--- src/rtl/crack_scheduler.sv ---
// -----------------------------------------------------------------------------
// crack_scheduler
//
// Launches N_WORKERS ARC4 crack engines on interleaved key sequences and
// collects a single result for the host. Worker i starts at base_key + i and
// every worker steps by N_WORKERS. The lowest-indexed worker that reports a
// valid key wins. Once a result is known (or the search is aborted or
// exhausted) every worker is frozen.
//
// Ports
//   clk, rst            : clock, asynchronous active-high reset
//   en, base_key        : host start request and first key (taken while rdy=1)
//   pause, abort        : host freeze / cancel (only honoured in RUN)
//   rdy, key, key_valid : host result interface
//   w_rst_n, w_en       : per-worker active-low reset and one-cycle start pulse
//   w_start_key         : packed per-worker start keys, worker i at [i*KEY_W +: KEY_W]
//   w_step_key          : common key step (constant N_WORKERS)
//   w_stop              : per-worker freeze
//   w_rdy, w_key_valid  : per-worker finished / found-key flags
//   w_key               : packed per-worker found keys
//   cycles              : RUN cycle counter, present only with
//                         CRACK_SCHED_CYCCNT_EN defined
//
// Every output is driven straight from a flop; none depends combinationally
// on an input.
// -----------------------------------------------------------------------------
module crack_scheduler #(
    parameter int N_WORKERS = 2,
    parameter int KEY_W     = 24
) (
    input  logic                         clk,
    input  logic                         rst,
    input  logic                         en,
    input  logic [KEY_W-1:0]             base_key,
    input  logic                         pause,
    input  logic                         abort,
    output logic                         rdy,
    output logic [KEY_W-1:0]             key,
    output logic                         key_valid,
    output logic [N_WORKERS-1:0]         w_rst_n,
    output logic [N_WORKERS-1:0]         w_en,
    output logic [N_WORKERS*KEY_W-1:0]   w_start_key,
    output logic [KEY_W-1:0]             w_step_key,
    output logic [N_WORKERS-1:0]         w_stop,
    input  logic [N_WORKERS-1:0]         w_rdy,
    input  logic [N_WORKERS-1:0]         w_key_valid,
    input  logic [N_WORKERS*KEY_W-1:0]   w_key
`ifdef CRACK_SCHED_CYCCNT_EN
    ,
    output logic [31:0]                  cycles
`endif
);

    typedef enum logic [2:0] {
        S_IDLE,
        S_CLEAR,
        S_LAUNCH,
        S_RUN,
        S_DONE
    } state_t;

    state_t                       state_q, state_d;
    logic [KEY_W-1:0]             base_key_q, base_key_d;
    logic [N_WORKERS*KEY_W-1:0]   start_key_q, start_key_d;
    logic [N_WORKERS-1:0]         active_q, active_d;
    logic [N_WORKERS-1:0]         done_q, done_d;
    logic [KEY_W-1:0]             key_q, key_d;
    logic                         key_valid_q, key_valid_d;
    logic                         rdy_q, rdy_d;
    logic [N_WORKERS-1:0]         w_rst_n_q, w_rst_n_d;
    logic [N_WORKERS-1:0]         w_en_q, w_en_d;
    logic [N_WORKERS-1:0]         w_stop_q, w_stop_d;
`ifdef CRACK_SCHED_CYCCNT_EN
    logic [31:0]                  cycles_q, cycles_d;
`endif

    // Winner selection scratch values
    logic                         win_found;
    logic [KEY_W-1:0]             win_key;
    logic [KEY_W:0]               start_sum;

    // Step is the worker count; it never changes, so it is not a register.
    assign w_step_key = KEY_W'(N_WORKERS);

    // NOTE: every variable written here gets a default first, so no path
    // leaves it unassigned and no latch is inferred; blocking (=) is used
    // because this is combinational logic.
    always_comb begin
        state_d     = state_q;
        base_key_d  = base_key_q;
        start_key_d = start_key_q;
        active_d    = active_q;
        done_d      = done_q;
        key_d       = key_q;
        key_valid_d = key_valid_q;
        rdy_d       = rdy_q;
        w_rst_n_d   = '1;
        w_en_d      = '0;
        w_stop_d    = w_stop_q;
        start_sum   = '0;
`ifdef CRACK_SCHED_CYCCNT_EN
        cycles_d    = cycles_q;
`endif

        // Scan from the top down so the lowest qualifying index wins.
        win_found = 1'b0;
        win_key   = '0;
        for (int i = N_WORKERS - 1; i >= 0; i--) begin
            if (w_rdy[i] && w_key_valid[i] && active_q[i]) begin
                win_found = 1'b1;
                win_key   = w_key[i*KEY_W +: KEY_W];
            end
        end

        case (state_q)
            S_IDLE, S_DONE: begin
                if (en) begin
                    state_d     = S_CLEAR;
                    base_key_d  = base_key;
                    rdy_d       = 1'b0;
                    key_valid_d = 1'b0;
                    w_rst_n_d   = '0;
                    w_stop_d    = '0;
                end
            end

            S_CLEAR: begin
                // A start key that wraps past KEY_W bits is outside the
                // search space: that worker never runs and counts as done.
                for (int i = 0; i < N_WORKERS; i++) begin
                    start_sum = {1'b0, base_key_q} + (KEY_W+1)'(i);
                    start_key_d[i*KEY_W +: KEY_W] = start_sum[KEY_W-1:0];
                    active_d[i] = ~start_sum[KEY_W];
                    done_d[i]   = start_sum[KEY_W];
                    w_en_d[i]   = ~start_sum[KEY_W];
                end
`ifdef CRACK_SCHED_CYCCNT_EN
                cycles_d = '0;
`endif
                state_d = S_LAUNCH;
            end

            S_LAUNCH: begin
                w_stop_d = '0;
                state_d  = S_RUN;
            end

            S_RUN: begin
                done_d   = done_q | (w_rdy & active_q);
                w_stop_d = {N_WORKERS{pause}};
`ifdef CRACK_SCHED_CYCCNT_EN
                if (!pause && cycles_q != 32'hFFFF_FFFF) begin
                    cycles_d = cycles_q + 32'd1;
                end
`endif
                if (win_found) begin
                    key_d       = win_key;
                    key_valid_d = 1'b1;
                    state_d     = S_DONE;
                    rdy_d       = 1'b1;
                    w_stop_d    = '1;
                end else if (abort || (&done_d)) begin
                    key_valid_d = 1'b0;
                    state_d     = S_DONE;
                    rdy_d       = 1'b1;
                    w_stop_d    = '1;
                end
            end

            default: begin
                state_d = S_IDLE;
                rdy_d   = 1'b1;
            end
        endcase
    end

    // NOTE: sequential state uses non-blocking (<=) so every flop samples
    // the pre-edge values computed above.
    always_ff @(posedge clk or posedge rst) begin
        if (rst) begin
            state_q     <= S_IDLE;
            base_key_q  <= '0;
            start_key_q <= '0;
            active_q    <= '0;
            done_q      <= '0;
            key_q       <= '0;
            key_valid_q <= 1'b0;
            rdy_q       <= 1'b1;
            w_rst_n_q   <= '1;
            w_en_q      <= '0;
            w_stop_q    <= '0;
`ifdef CRACK_SCHED_CYCCNT_EN
            cycles_q    <= '0;
`endif
        end else begin
            state_q     <= state_d;
            base_key_q  <= base_key_d;
            start_key_q <= start_key_d;
            active_q    <= active_d;
            done_q      <= done_d;
            key_q       <= key_d;
            key_valid_q <= key_valid_d;
            rdy_q       <= rdy_d;
            w_rst_n_q   <= w_rst_n_d;
            w_en_q      <= w_en_d;
            w_stop_q    <= w_stop_d;
`ifdef CRACK_SCHED_CYCCNT_EN
            cycles_q    <= cycles_d;
`endif
        end
    end

    assign rdy         = rdy_q;
    assign key         = key_q;
    assign key_valid   = key_valid_q;
    assign w_rst_n     = w_rst_n_q;
    assign w_en        = w_en_q;
    assign w_start_key = start_key_q;
    assign w_stop      = w_stop_q;
`ifdef CRACK_SCHED_CYCCNT_EN
    assign cycles      = cycles_q;
`endif

endmodule
--- config.mk ---
export PLATFORM = sky130hd
export DESIGN_NAME = crack_scheduler
export DESIGN_NICKNAME = d
export VERILOG_FILES = /design/src/rtl/crack_scheduler.sv
export SDC_FILE = /design/constraint.sdc
export NUM_CORES = 1
export LEC_CHECK = 0
export CELL_PAD_IN_SITES_DETAIL_PLACEMENT = 2
export CELL_PAD_IN_SITES_GLOBAL_PLACEMENT = 2
export CORE_ASPECT_RATIO = 0.7
export CORE_MARGIN = 5
export CORE_UTILIZATION = 23
export DETAILED_ROUTE_END_ITERATION = 8
export HOLD_SLACK_MARGIN = 0.08
export PLACE_DENSITY = 0.82
export SLEW_MARGIN = 20
export SYNTH_ARGS = -nofsm -noshare
export SYNTH_HDL_FRONTEND = slang
export SYNTH_SLANG_ARGS = --single-unit
--- constraint.sdc ---
create_clock -name clk -period 3.35 [get_ports clk]
set_clock_uncertainty 0.15 [all_clocks]
set_input_delay 0.335 -clock clk [delete_from_list [all_inputs] [get_ports clk]]
set_output_delay 0.335 -clock clk [all_outputs]
set_load 0.1 [all_outputs]
; After elaboration in Yosys (flattened, before gate mapping)
; Index checks and enable logic that the tools add are counted.
[classes]
mux = 23
n_eq_ne = 6
n_addsub = 1
n_reduce_logical = 18
bitwise = 4
[op_table]
columns = operator, n
row1 = $mux 24, 2
row2 = $add 24x1->25 const B, 1
row3 = $mux 2, 6
row4 = $pmux 3 s4, 1
row5 = $reduce_and 2->1, 5
row6 = $mux 3, 3
row7 = $mux 1, 7
row8 = $eq 3x2->1 const B, 2
row9 = $pmux 2 s3, 1
row10 = $reduce_and 3->1, 2
row11 = $logic_and 1x1->1, 4
row12 = $pmux 2 s2, 1
row13 = $reduce_bool 2->1, 2
row14 = $reduce_or 2->1, 2
row15 = $eq 3x1->1 const B, 1
row16 = $eq 3x3->1 const B, 1
row17 = $logic_not 3->1, 1
row18 = $ne 3x3->1 const B, 1
row19 = $pmux 1 s3, 1
row20 = $reduce_bool 3->1, 1
row21 = $and 2x2->2, 1
row22 = $ne 2x2->1 const B, 1
row23 = $not 1->1, 2
row24 = $or 2x2->2, 1
row25 = other kinds (2), 2
[totals]
input_bits = 81
elab_cells = 63
out_inout_bits = 104
regBits = 111

; Logic depth before layout (Yosys ltp)
[logic_depth]
word_depth = 7
ltp_mapped = 8
mapped_depth_nobuf = 5

; Least setup slack after synthesis
; No wires, ideal clock.
[synth_path]
kind = register -> register
from = register base_key_q[6]
to = register active_q[1]
n_path_buf = 1
setup_slack_ns = 1.137
arrival_time_ns = 1.938
required_ns = 3.075
synth_period_minus_slack_ns = 2.213
setup_time_ns = 0.125
path_stages_with_launch = 6
path_cell_list = dfrtp_1 > nand3_4 > or4_4 > buf_6 > or4_4 > mux2_2
[synth_between]
elab_chain_cells = 2
[synth_rtl]
columns = element, line_no
row1 = "start, declared", 63  ; logic [KEY_W-1:0] base_key_q, base_key_d;
row2 = "start signal, assigned", 197  ; base_key_q <= base_key_d;
row3 = $add 24x1->25, 131  ; start_sum = {1'b0, base_key_q} + (KEY_W+1)'(i);
row4 = $not 1->1, 133  ; active_d[i] = ~start_sum[KEY_W];
row5 = "end signal, assigned", 199  ; active_q <= active_d;
row6 = "end, declared", 65  ; logic [N_WORKERS-1:0] active_q, active_d;
; Every way passes these cells.
; A chain may end at the register's enable or synchronous reset.

; Worst setup path in the final report
[layout_path]
from = register start_key_q[24] (netlist: w_start_key[24])
to = output w_start_key[24]
[layout_rtl]
columns = element, line_no
row1 = "start, declared", 64  ; logic [N_WORKERS*KEY_W-1:0] start_key_q, start_key_d;
row2 = "start signal, assigned", 198  ; start_key_q <= start_key_d;
row3 = "end, declared", 42  ; output logic [N_WORKERS*KEY_W-1:0] w_start_key,
; No word-level cell between the ends.

==> out/metrics.cfg <==
[clocking]
post_cts_clock_slew_at_the_launch_and_capture_registers_of_the_worst_setup_and_hold_paths_ns=0.08
post_cts_buffers=0
h_tree_level_count=3
cts-hold-fix-buffers=0
clk_path_buf_depth=2
cts_tree=done
root_buffer=clkbuf_16
cts.sinks=109
clock_insertion_delay_worst_skew_ns=0.35
cts_repair_resize_count=0
tritoncts.num_buffers=9

[yosys]
synth_top_cells_by_area=dfrtp_1, nand2_1, mux2_2, a31oi_1, buf_4
synth_largest_type_area_fraction=0.539
post_synthesis_cells=523
synth-async-reset-ratio=1.00
yosysWarnings=0
synth_seq_area_share=0.549
synth_top_cell_by_area=dfrtp_1
syn-cell-area_sq_um=4970
synth_enable_flop_cells=0
yosys.cell_types.count=44
mean_instance_size_in_the_synthesized_netlist_sq_um=9.50
most_used_dff_post_synth=dfrtp_1
synth-seq-cells=109

[critical_path]
start_kind=register
chain_of_cells_forming_the_critical_path=clkdlybuf4s50_1
cp_data_arrival_time_ns=1.93
cp.buffers_inverters=1
worst_setup_path_end_kind=primary output
worstSetupPathType=register to primary output
worst-path-max-fanout=2
timing.critical_path.max_delay_family=buffers and inverters
crit_path_max_incr_delay_ns=1.19
worst_path_max_delay_cell=clkdlybuf4s50_1
worst_ep_required_time_ns=2.86

[grt]
number_of_global_route_vias_before_repair=4587
grt-ovfl-total=0
grt_use_total=0.136
antenna_found_initial=0
grt_first_pass_wirelength_um=26400
grt_start_max_net_pins=58

[timing]
report.final.hold_viol_count=0
max_clock_freq_mhz=413
rsz_0062_raised_after_global_routing=no
report.final.setup_viol=0
worstMarginPinSlew_ns=1.04
final.period_utilization=0.722
totalNegativeSetupSlack_ns=0
period_needed_ns=2.42
relSlewSlack=0.306
finalMaxSlewViolations=0

[placement]
placedInstanceArea_sq_um=6780
place.gp.congestion=0.751
post-dp-hpwl_um=12600
place.port_buffers=160
dp.cells=942

[routing]
viasPerCell=4.39
final_antenna_net_count=0
first_drt_iteration_drcs=155
via_count=4201
remaining_drc_errors=0
routed_wirelength_um=16800
route.detailed.wl_per_inst_um=17.5
drt-pass1-iter-count=4

[die]
start_util=0.232
die-area_sq_um=24700
coreArea_sq_um=21500
ios=185
floorplan.rows=45
dieWidth_um=186
die_y_extent_um=133

[finish]
finalNetCount=753
layout-drive-gt1-share=0.111
num_antenna_cells=0
layout_common_cells=clkdlybuf4s50_1, nand2_1, dfrtp_1, nor2_1, a31oi_1
layout.core_utilization=0.330
final_common_cell=clkdlybuf4s50_1
syn_to_final_growth_pct=42.4
final-instance-count-excl-fill=957
final_design_area_no_fill_sq_um=7080

[outcome]
result_of_the_run=complete, no violations

[run]
maxCapViolations=0

[min_path]
min_path_type=register to register

## through the flow
| stage | setup WS, ns | hold slack (ns) |
|---|---|---|
| 2_1_floorplan | 1.14 | 0.302 |
| 3_3_place_gp | 1.03 | 0.309 |
| 3_5_place_dp | 0.991 | 0.318 |
| 4_1_cts | 0.913 | 0.336 |
| 5_1_grt | 0.879 | 0.353 |
| 6_report | 0.932 | 0.325 |
## flip-flops by register name, summed over array words and instances (netlist names)
signal	count
active_q	2
base_key_q	24
done_q	2
key	24
key_valid	1
rdy	1
state_q	3
w_en	2
w_rst_n	1
w_start_key	48
w_stop	1
## worst paths after layout
path	end	slack, ns	startpoint	depth (start not counted)
min in group asynchronous	w_stop[0]$_DFFE_PP0P_	0.34	rst	2
min	w_start_key[22]$_DFFE_PP0P_	0.33	w_start_key[22]$_DFFE_PP0P_	2
max reg2reg	active_q[1]$_DFFE_PP0P_	0.97	base_key_q[6]$_DFFE_PP0P_	4
min reg2reg	w_start_key[22]$_DFFE_PP0P_	0.33	w_start_key[22]$_DFFE_PP0P_	2
max in group asynchronous	w_start_key[27]$_DFFE_PP0P_	1.93	rst	3
max	w_start_key[24]	0.93	w_start_key[24]$_DFFE_PP0P_	1
## routing by layer
layer,vias up,GRT usage,wire length [um]
li1,2017,-,-
met1,2094,0.190,8020
met2,83,0.216,7980
met3,7,0.0352,686
met4,0,0.0206,102
met5,-,0,0
## synthesized netlist by cell type (4+ instances only)
cell	instances
xnor2_1	7
mux2_2	23
dfrtp_1	107
inv_1	6
o31ai_1	7
nand2_1	143
nand4_1	7
buf_4	26
xor2_1	4
clkbuf_1	27
a31oi_1	36
or4_1	6
nor2_1	40
nand3_1	12
a21oi_1	9
o21ai_0	21
## layout make-up
class	instances	area, sq um
clock buffers	10	239
clock inverters	5	60.1
fillers	2347	14400
inverters	7	30.0
multi-input cells	373	1980
flip-flops and latches	109	2730
well taps	282	353
repair buffers	171	1680
## kinds of logic after synthesis
group / count (synthesis) / share of synthesized area
buffers and inverters: 63 / 0.0702
multiplexers: 23 / 0.0521
XOR/XNOR: 11 / 0.0194
AO/OA/AOI/OAI: 78 / 0.0944
adder cells (fa/ha/maj): 1 / 0.00252
AND/OR/NAND/NOR: 236 / 0.210
flip-flops: 109 / 0.549
other: 2 / 0.00151
Power is left out: the tool's default activity adds up to more than one toggle a clock period on the data nets, which glitch-free logic cannot reach.
